**src/rtl/score_pkg.sv**
```systemverilog
// Shared types and helpers for the scoreboard score register block.
package score_pkg;

    typedef enum logic [1:0] {
        OP_ADD  = 2'b00,
        OP_SUB  = 2'b01,
        OP_UNDO = 2'b10,
        OP_RSVD = 2'b11
    } op_e;

    typedef enum logic [1:0] {
        REJ_NONE    = 2'b00,
        REJ_UNDER   = 2'b01,
        REJ_OVER    = 2'b10,
        REJ_INVALID = 2'b11
    } rej_e;

    typedef enum logic [1:0] {
        S_IDLE  = 2'b00,
        S_CHECK = 2'b01,
        S_APPLY = 2'b10
    } state_e;

    localparam int PTS_W = 2;

    // One spare bit so score + points cannot wrap before the range check.
    function automatic int sum_width(input int score_w);
        return score_w + 1;
    endfunction

endpackage

```
**src/rtl/score_guard.sv**
```systemverilog
// Combinational legality check and next-score arithmetic for one ADD/SUB.
// UNDO and team-range checks are resolved by the caller.
module score_guard
    import score_pkg::*;
#(
    parameter int SCORE_W   = 7,
    parameter int MAX_SCORE = 99
) (
    input  logic [SCORE_W-1:0] cur,
    input  op_e                op,
    input  logic [PTS_W-1:0]   pts,
    output logic [SCORE_W-1:0] next,
    output logic               legal,
    output rej_e               code
);

    localparam int SUM_W = sum_width(SCORE_W);

    logic [SUM_W-1:0] cur_ext;
    logic [SUM_W-1:0] pts_ext;
    logic [SUM_W-1:0] sum;

    // Range-check the requested change and compute the resulting score.
    always_comb begin
        cur_ext = {1'b0, cur};
        pts_ext = SUM_W'(pts);
        sum     = cur_ext + pts_ext;
        next    = cur;
        legal   = 1'b0;
        code    = REJ_INVALID;
        if (pts != '0) begin
            case (op)
                OP_ADD: begin
                    if (sum <= SUM_W'(MAX_SCORE)) begin
                        next  = sum[SCORE_W-1:0];
                        legal = 1'b1;
                        code  = REJ_NONE;
                    end else begin
                        code = REJ_OVER;
                    end
                end
                OP_SUB: begin
                    if (pts_ext <= cur_ext) begin
                        next  = cur - SCORE_W'(pts);
                        legal = 1'b1;
                        code  = REJ_NONE;
                    end else begin
                        code = REJ_UNDER;
                    end
                end
                default: code = REJ_INVALID;
            endcase
        end
    end

endmodule

```
**src/rtl/score_keeper.sv**
```systemverilog
// Multi-team score register: accepts one scoring command at a time, checks it,
// commits or rejects it, keeps a one-deep undo history and reports leader/tie.
module score_keeper
    import score_pkg::*;
#(
    parameter int N_TEAMS   = 2,
    parameter int SCORE_W   = 7,
    parameter int MAX_SCORE = 99,
    parameter int TEAM_W    = $clog2(N_TEAMS)
) (
    input  logic                         clk,
    input  logic                         rst_n,
    input  logic                         clear,
    input  logic                         cmd_valid,
    output logic                         cmd_ready,
    input  logic [1:0]                   cmd_op,
    input  logic [TEAM_W-1:0]            cmd_team,
    input  logic [1:0]                   cmd_pts,
    output logic [N_TEAMS*SCORE_W-1:0]   score,
    output logic                         done,
    output logic                         rej,
    output logic [1:0]                   rej_code,
    output logic [TEAM_W-1:0]            leader,
    output logic                         tie
);

    state_e state_q, state_d;
    logic   accept;

    // Latched command
    op_e                op_p0;
    logic [TEAM_W-1:0]  team_p0;
    logic [PTS_W-1:0]   pts_p0;

    // Verdict registered in CHECK
    logic [TEAM_W-1:0]  team_p1;
    logic [SCORE_W-1:0] next_p1;
    logic [SCORE_W-1:0] prev_p1;
    logic               legal_p1;
    rej_e               code_p1;
    logic               undo_p1;

    logic [SCORE_W-1:0] scores [N_TEAMS];
    logic               hist_valid;
    logic [TEAM_W-1:0]  hist_team;
    logic [SCORE_W-1:0] hist_score;

    logic [SCORE_W-1:0] cur_score;
    logic               team_ok;
    logic [SCORE_W-1:0] g_next;
    logic               g_legal;
    rej_e               g_code;

    logic [TEAM_W-1:0]  v_team;
    logic [SCORE_W-1:0] v_next;
    logic               v_legal;
    rej_e               v_code;

    logic [SCORE_W-1:0] best;
    logic [TEAM_W-1:0]  lead_d;
    logic               seen_top;
    logic               tie_d;

    // FSM state register
    always_ff @(posedge clk) begin
        if (!rst_n) state_q <= S_IDLE;
        else        state_q <= state_d;
    end

    // FSM next state and handshake; clear forces IDLE and blocks acceptance
    always_comb begin
        state_d   = state_q;
        cmd_ready = (state_q == S_IDLE);
        accept    = 1'b0;
        if (clear) begin
            state_d = S_IDLE;
        end else begin
            case (state_q)
                S_IDLE: begin
                    if (cmd_valid) begin
                        accept  = 1'b1;
                        state_d = S_CHECK;
                    end
                end
                S_CHECK: state_d = S_APPLY;
                S_APPLY: state_d = S_IDLE;
                default: state_d = S_IDLE;
            endcase
        end
    end

    // Capture the command on the accepting handshake
    always_ff @(posedge clk) begin
        if (accept) begin
            op_p0   <= op_e'(cmd_op);
            team_p0 <= cmd_team;
            pts_p0  <= cmd_pts;
        end
    end

    // Select the target team's current score; flag out-of-range indices
    always_comb begin
        cur_score = '0;
        team_ok   = 1'b0;
        for (int i = 0; i < N_TEAMS; i++) begin
            if (team_p0 == TEAM_W'(i)) begin
                cur_score = scores[i];
                team_ok   = 1'b1;
            end
        end
    end

    score_guard #(
        .SCORE_W   (SCORE_W),
        .MAX_SCORE (MAX_SCORE)
    ) u_guard (
        .cur   (cur_score),
        .op    (op_p0),
        .pts   (pts_p0),
        .next  (g_next),
        .legal (g_legal),
        .code  (g_code)
    );

    // Merge guard verdict with team-range and undo-history checks
    always_comb begin
        v_team  = team_p0;
        v_next  = g_next;
        v_legal = g_legal && team_ok;
        v_code  = team_ok ? g_code : REJ_INVALID;
        if (op_p0 == OP_UNDO) begin
            v_team  = hist_team;
            v_next  = hist_score;
            v_legal = hist_valid;
            v_code  = hist_valid ? REJ_NONE : REJ_INVALID;
        end
    end

    // CHECK stage: register the selected score, result and verdict
    always_ff @(posedge clk) begin
        if (state_q == S_CHECK) begin
            team_p1  <= v_team;
            next_p1  <= v_next;
            prev_p1  <= cur_score;
            legal_p1 <= v_legal;
            code_p1  <= v_code;
            undo_p1  <= (op_p0 == OP_UNDO);
        end
    end

    // APPLY stage: commit scores and history, report completion status
    always_ff @(posedge clk) begin
        if (!rst_n) begin
            for (int i = 0; i < N_TEAMS; i++) scores[i] <= '0;
            hist_valid <= 1'b0;
            done       <= 1'b0;
            rej        <= 1'b0;
            rej_code   <= REJ_NONE;
        end else if (clear) begin
            for (int i = 0; i < N_TEAMS; i++) scores[i] <= '0;
            hist_valid <= 1'b0;
            done       <= 1'b0;
            rej        <= 1'b0;
        end else begin
            done <= 1'b0;
            rej  <= 1'b0;
            if (state_q == S_APPLY) begin
                done     <= 1'b1;
                rej      <= !legal_p1;
                rej_code <= code_p1;
                if (legal_p1) begin
                    for (int i = 0; i < N_TEAMS; i++) begin
                        if (team_p1 == TEAM_W'(i)) scores[i] <= next_p1;
                    end
                    if (undo_p1) begin
                        hist_valid <= 1'b0;
                    end else begin
                        hist_valid <= 1'b1;
                        hist_team  <= team_p1;
                        hist_score <= prev_p1;
                    end
                end
            end
        end
    end

    // Pack per-team scores, team 0 in the LSBs
    always_comb begin
        score = '0;
        for (int i = 0; i < N_TEAMS; i++) score[i*SCORE_W +: SCORE_W] = scores[i];
    end

    // Linear scan for the top score; strict '>' keeps the lowest index on ties
    always_comb begin
        best     = scores[0];
        lead_d   = '0;
        seen_top = 1'b0;
        tie_d    = 1'b0;
        for (int i = 1; i < N_TEAMS; i++) begin
            if (scores[i] > best) begin
                best   = scores[i];
                lead_d = TEAM_W'(i);
            end
        end
        for (int i = 0; i < N_TEAMS; i++) begin
            if (scores[i] == best) begin
                if (seen_top) tie_d = 1'b1;
                seen_top = 1'b1;
            end
        end
    end

    // Leader/tie registered one cycle behind the score register
    always_ff @(posedge clk) begin
        if (!rst_n) begin
            leader <= '0;
            tie    <= 1'b1;
        end else begin
            leader <= lead_d;
            tie    <= tie_d;
        end
    end

endmodule

```
**config.mk**
```make
export PLATFORM = sky130hd
export DESIGN_NAME = score_keeper
export DESIGN_NICKNAME = d
export VERILOG_FILES = /design/src/rtl/score_pkg.sv /design/src/rtl/score_guard.sv /design/src/rtl/score_keeper.sv
export SDC_FILE = /design/constraint.sdc
export NUM_CORES = 1
export LEC_CHECK = 0
export CAP_MARGIN = 20
export CORE_ASPECT_RATIO = 0.8
export CORE_MARGIN = 8
export CORE_UTILIZATION = 40
export DETAILED_ROUTE_END_ITERATION = 10
export PLACE_DENSITY = 0.64
export SLEW_MARGIN = 10
export SYNTH_ARGS = -nofsm -noshare
export SYNTH_HDL_FRONTEND = slang
export SYNTH_SLANG_ARGS = --single-unit
```
**constraint.sdc**
```tcl
create_clock -name clk -period 3.25 [get_ports clk]
set_clock_uncertainty 0.15 [all_clocks]
set_input_delay 0.65 -clock clk [delete_from_list [all_inputs] [get_ports clk]]
set_output_delay 0.65 -clock clk [all_outputs]
set_load 0.01 [all_outputs]
```
# ---- Yosys cells after proc, flatten, opt, wreduce, memory -nomap -nowiden
# Memories as Yosys holds them, arrays and structs flattened.
# Cells that the tools add are included.
dict set report word_totals {
  ram_bits 14
  output_inout_bits 21
  ff_bits 41
  elab_cells 98
  mem_count 1
}
dict set report classes {
  n_reduce_logical 9
  mux 50
  n_eq_ne 7
  n_addsub 2
  n_lt_le_gt_ge 3
  n_bitwise 8
}
# memory depth word_bits read_ports rd_ports_with_merged_regs wr line
set memory_table {}
lappend memory_table {scores 2 7 2 0 2 score_keeper.sv:43} ;# logic [SCORE_W-1:0] scores [N_TEAMS];
# cell count
set op_table {}
lappend op_table {{2-to-1 mux 7 bit} 10}
lappend op_table {{2-to-1 mux 1 bit} 31}
lappend op_table {{equality test 7 bit} 2}
lappend op_table {{case mux 7 bit (2 select lines)} 1}
lappend op_table {{2-to-1 mux 2 bit} 5}
lappend op_table {{adder 7 x 2 -> 8 bit} 1}
lappend op_table {{<= comparator 8 x 7 -> 1 bit (second input constant)} 1}
lappend op_table {{case mux 2 bit (2 select lines)} 2}
lappend op_table {{greater-than comparator 7 bit} 1}
lappend op_table {{<= comparator 2 x 7 -> 1 bit} 1}
lappend op_table {{subtractor 7 x 2 -> 7 bit} 1}
lappend op_table {{AND reduction 5 bit} 1}
lappend op_table {{equality test 2 x 1 -> 1 bit (second input constant)} 2}
lappend op_table {{equality test 2 bit (second input constant)} 2}
lappend op_table {{zero test 2 bit} 2}
lappend op_table {{inverter 1 bit} 4}
lappend op_table {{bitwise OR 1 bit} 4}
lappend op_table {{AND reduction 2 bit} 2}
lappend op_table {{OR reduction 3 bit} 1}
lappend op_table {{!= test 2 bit (second input constant)} 1}
lappend op_table {{case mux 1 bit (2 select lines)} 1}
lappend op_table {{nonzero test 2 bit} 1}
lappend op_table {{OR reduction 2 bit} 1}
lappend op_table {{zero test 1 bit} 1}

# ---- Longest topological paths before layout
# An unclocked memory read counts as a cell.
dict set report logic_depth {
  ltp_word 8
  depth_mapped 13
}

# ---- Modules after synthesis
# From an unflattened synthesis, not the netlist that was laid out.
dict set report hier_totals {
  cells_unflattened 258
  hier_area_um2 2826.5
}
# module cells_per_inst area_each_um2 n_inst
set modules_own_cells {}
lappend modules_own_cells {score_keeper 169 2227.1 1}
lappend modules_own_cells {score_guard 89 599.3 1}

# ---- Worst setup path after synthesis
# No wires, ideal clock.
dict set report synth_path {
  path_kind {register to register}
  start {register team_p0}
  end {register next_p1[0], data pin}
  n_path_buf 2
  setup_ns 0.261
  setup_slack_ns -0.013
  required_ns 2.839
  arrival_time_ns 2.852
  synth_period_minus_slack_ns 3.263
  path_stages_with_launch 12
  path_cell_list {edfxtp_1 buf_6 buf_6 mux2i_1 inv_1 ha_1 nor2b_1 o2111ai_4 o311ai_4 a21oi_2 or2_1 a311o_1}
}
dict set report synth_via {
  elab_chain_len 7
  elab_cells_between_ends 10
}
# element line
set synth_rtl {}
lappend synth_rtl {{from (decl)} score_keeper.sv:32} ;# logic [TEAM_W-1:0] team_p0;
lappend synth_rtl {{from (signal assigned)} score_keeper.sv:96} ;# team_p0 <= cmd_team;
lappend synth_rtl {{2-to-1 mux 7 bit (*)} score_keeper.sv:106} ;# if (team_p0 == TEAM_W'(i)) begin
lappend synth_rtl {{net cur_score[1]} score_keeper.sv:48} ;# logic [SCORE_W-1:0] cur_score;
lappend synth_rtl {{adder 7 x 2 -> 8 bit} score_guard.sv:27} ;# sum = cur_ext + pts_ext;
lappend synth_rtl {{<= comparator 8 x 7 -> 1 bit} score_guard.sv:34} ;# if (sum <= SUM_W'(MAX_SCORE)) begin
lappend synth_rtl {{2-to-1 mux 7 bit} score_guard.sv:34}
lappend synth_rtl {{case mux 7 bit (2 select lines) (*)} score_guard.sv:32} ;# case (op)
lappend synth_rtl {{2-to-1 mux 7 bit (*)} score_guard.sv:31} ;# if (pts != '0) begin
lappend synth_rtl {{2-to-1 mux 7 bit (*)} score_keeper.sv:131} ;# if (op_p0 == OP_UNDO) begin
lappend synth_rtl {{net v_next[0]} score_keeper.sv:55} ;# logic [SCORE_W-1:0] v_next;
lappend synth_rtl {{to (signal assigned)} score_keeper.sv:143} ;# next_p1 <= v_next;
lappend synth_rtl {{to (decl)} score_keeper.sv:37} ;# logic [SCORE_W-1:0] next_p1;
# Mark *: on every way through the listed nets, which the timed path passes. The rest lies on a longest branch.
# A chain may end at the register's enable or synchronous reset.

# ---- Worst setup path after layout
dict set report layout_path {
  start {register team_p0}
  end {register next_p1[3], data pin}
}
# The elaborated chain is that of the path after synthesis.

==> metrics.md <==
| Metric | Value |
|---|---|
| Outcome | `finished clean` |
| ANT nets after route | `0` |
| Final-layout fill cell count | `674` |
| Global-route wire length before repair | `10740 µm` |
| Minimum clock period | `3.154 ns` |
| Met3 WL | `566 µm` |
| CP arrival | `3.05 ns` |
| Slew @ Worst Pin | `0.7331 ns` |
| Die H | `93.76 µm` |
| Synth Area in Simple Gates | `15.36%` |
| Mapped Nets | `289` |
| Synth Area in Compound Gates | `15.07%` |
| Final setup fails | `0` |
| Wire length per cell | `17.05 µm` |
| DRT met1 WL | `3393 µm` |
| Seq cells post-synth | `55` |
| Setup Crit Path Kind | `flop to flop` |
| Period utilization | `97.04%` |
| Hold crit path type | `flop to flop` |
| Reg clk slew, reported paths | `0.10 ns` |
| Root Buffer | `clkbuf_8` |
| Number of distinct library cells after synthesis | `59` |
| Pwr/cell area | `402.5 mW/mm²` |
| Share of synthesized registers carrying an async set or reset | `0%` |
| Relative slew slack | `51.02%` |
| MaxCap Viol Count | `0` |
| Final core occ | `49.39%` |
| Mux contribution to synthesized area | `4.801%` |
| FP Rows | `28` |
| Multi-input gate area | `0.001341 mm²` |
| Hold buffers post-CTS | `0` |
| Most common cell after layout, fill and taps aside | `edfxtp_1` |
| WL final | `6888 µm` |
| CP endpoint kind | `flop` |
| Uppermost routed layer | `met4` |
| Clk sink count | `55` |
| Slew Viols, Final | `0` |
| Cell taking the most area after synthesis | `edfxtp_1` |
| Number of detailed-route iterations in the first pass | `6` |
| Core area | `0.007357 mm²` |
| Port Buffers | `29` |
| Leak | `0.001325 µW` |
| Synth Instances | `267` |
| Gpl congestion | `0.9622` |
| Largest family of logic cells by synthesized area | `simple AND/OR/NAND/NOR gates` |
| DRC viols | `0` |
| Layout cells sized above 1 | `15.29%` |
| I/O pin count | `30` |
| Mapped cell area | `0.003023 mm²` |
| Die area | `0.01061 mm²` |
| Final hold violations | `0` |
| Met2 Wirelength | `2831 µm` |
| Post-synth EDFFs | `46` |
| Xor/xnor cell area share of the yosys netlist | `2.897%` |
| Vias per inst | `5.589` |
| Fin nets | `335` |
| Adder-Cell Fraction of Synth Area | `5.877%` |
| Syn avg cell area | `11.32 µm²` |
| Setup ws final | `0.09608 ns` |
| ANT cells | `0` |
| Pin count of the biggest net entering global routing | `21` |
| Worst EP required | `3.15 ns` |
| Initial drt markers | `264` |
| Register cell area after layout | `0.001562 mm²` |
| H-tree depth | `2` |
| DP HPWL | `5290 µm` |
| P&R area growth vs syn | `20.20%` |
| Vias in the first global route | `2035` |
| Skew-Pair Late Insertion Delay | `0.32 ns` |
| Num CTS Buffers | `5` |
| Starting Density | `41.09%` |
| Ys flop type | `edfxtp_1` |
| Synth area leaders | `edfxtp_1, dfxtp_1, ha_1` |
| CP max FO | `7` |
| GRT Overall Usage | `12.97%` |
| Max IR drop VDD | `0.0002562 V` |
| Dpl ws | `0.003162 ns` |
| Initial antenna violation count | `0` |
| Vias | `2258` |
| Max Fclk | `317.1 MHz` |
| Total congestion overflow | `0` |
| CTS tree | `built` |
| Clk buf depth | `2` |
| Synth top area share | `45.70%` |
| Die W | `113.2 µm` |
| Ys Warns | `0` |
| Post-DP Area | `0.003485 mm²` |
| CP Launch Type | `flop` |
| Sequential area share after synthesis | `51.66%` |
| Final Instance Area | `0.003633 mm²` |
| Most frequent cells in the layout | `edfxtp_1, clkdlybuf4s50_1, nand2_1` |
## worst max-delay path, cell delays in order, from the launching register on
cell and delay (ns):
edfxtp_1 0.45, mux2_2 0.30, ha_1 0.18, inv_1 0.06, fa_1 0.41, a21oi_1 0.23
mux2i_1 0.32, o311ai_4 0.17, a21oi_4 0.26, buf_4 0.17, a21o_1 0.11, nand3_1 0.08
## cell usage after synthesis, types with 3 or more instances
library cell and instances:
nor3_1 12, nor2b_1 4, and2_1 11, ha_1 11, mux2i_1 3, a31oi_1 3, nand2b_1 4, nor2_1 18
xor2_1 3, a21o_1 5, inv_2 4, xnor2_1 7, clkbuf_1 3, a21oi_1 12, nand3_1 10, o21ai_0 8
edfxtp_1 46, dfxtp_1 9, inv_1 16, nand2_1 21, mux2i_4 4, nand4_1 4
## cells by family after synthesis
kind of cell,Yosys count
muxes,9
and+or+nand+nor,93
DFF,55
xor gates and xnor gates,10
adders and majority gates,13
AOI/OAI and AO/OA,58
buffers and inverters,29
## layout make-up
cell class                 instances  share of cell area (%)
clock inverter                     2                  0.4821
multi-input combinational        183                   36.91
inverter                          21                   2.238
tap                               90                   3.099
timing repair buffer              47                   11.71
clock buffer                       6                   2.583
sequential                        55                   42.98
## worst paths after layout
| kind | start | depth (start not counted) | endpoint | slack (ns) |
|---|---|---|---|---|
| worst max-delay path | team_p0 | 11 | next_p1[3] | 0.1 |
| worst min-delay path | prev_p1[2] | 0 | hist_score[2] | 0.28 |
| worst max register to register | team_p0 | 11 | next_p1[3] | 0.1 |
| worst min register to register | prev_p1[2] | 0 | hist_score[2] | 0.28 |
## through the flow
stage                     hold WS [ns]  power, µW  setup TNS, ns  std cells
after floorplan                 0.2503      956.2              0        267
after global placement          0.2523       1035              0        392
after detailed placement        0.2562       1037              0        392
after CTS                       0.2817       1476              0        400
after global routing            0.2835       1522       -0.04539        404
final                           0.2799       1463              0        404
## flip-flops by register name, summed over array words and instances, names as in the netlist
signal	flops
hist_score	7
rej	1
undo_p1	1
leader	1
op_p0	2
hist_team	1
code_p1	2
team_p1	1
tie	1
pts_p0	2
scores	14
state_q	2
team_p0	1
rej_code	2
done	1
legal_p1	1
hist_valid	1
next_p1	7
prev_p1	7
## power breakdown
| part | switching, µW | internal [µW] | leakage (µW) | total, µW |
|---|---|---|---|---|
| clock | 234 | 203 | 0.0000569 | 437 |
| combinational | 116 | 99.7 | 0.000744 | 216 |
| sequential | 23.4 | 787 | 0.000524 | 810 |
## per-layer routing
metal	vias to the layer above	global-route usage (%)
met5	-	0
met1	1069	18.64
li1	1070	-
met2	106	18.35
met4	0	4.314
met3	13	3.404
## what timing repair did
action                                  4_1_cts  5_1_grt
endpoints found under the hold margin         0        0
setup buffers                                 0        4
pin swaps                                     0        1
endpoints found under the setup margin        1        3
resized for setup                             1        0
Power figures use the tool's default switching activity.
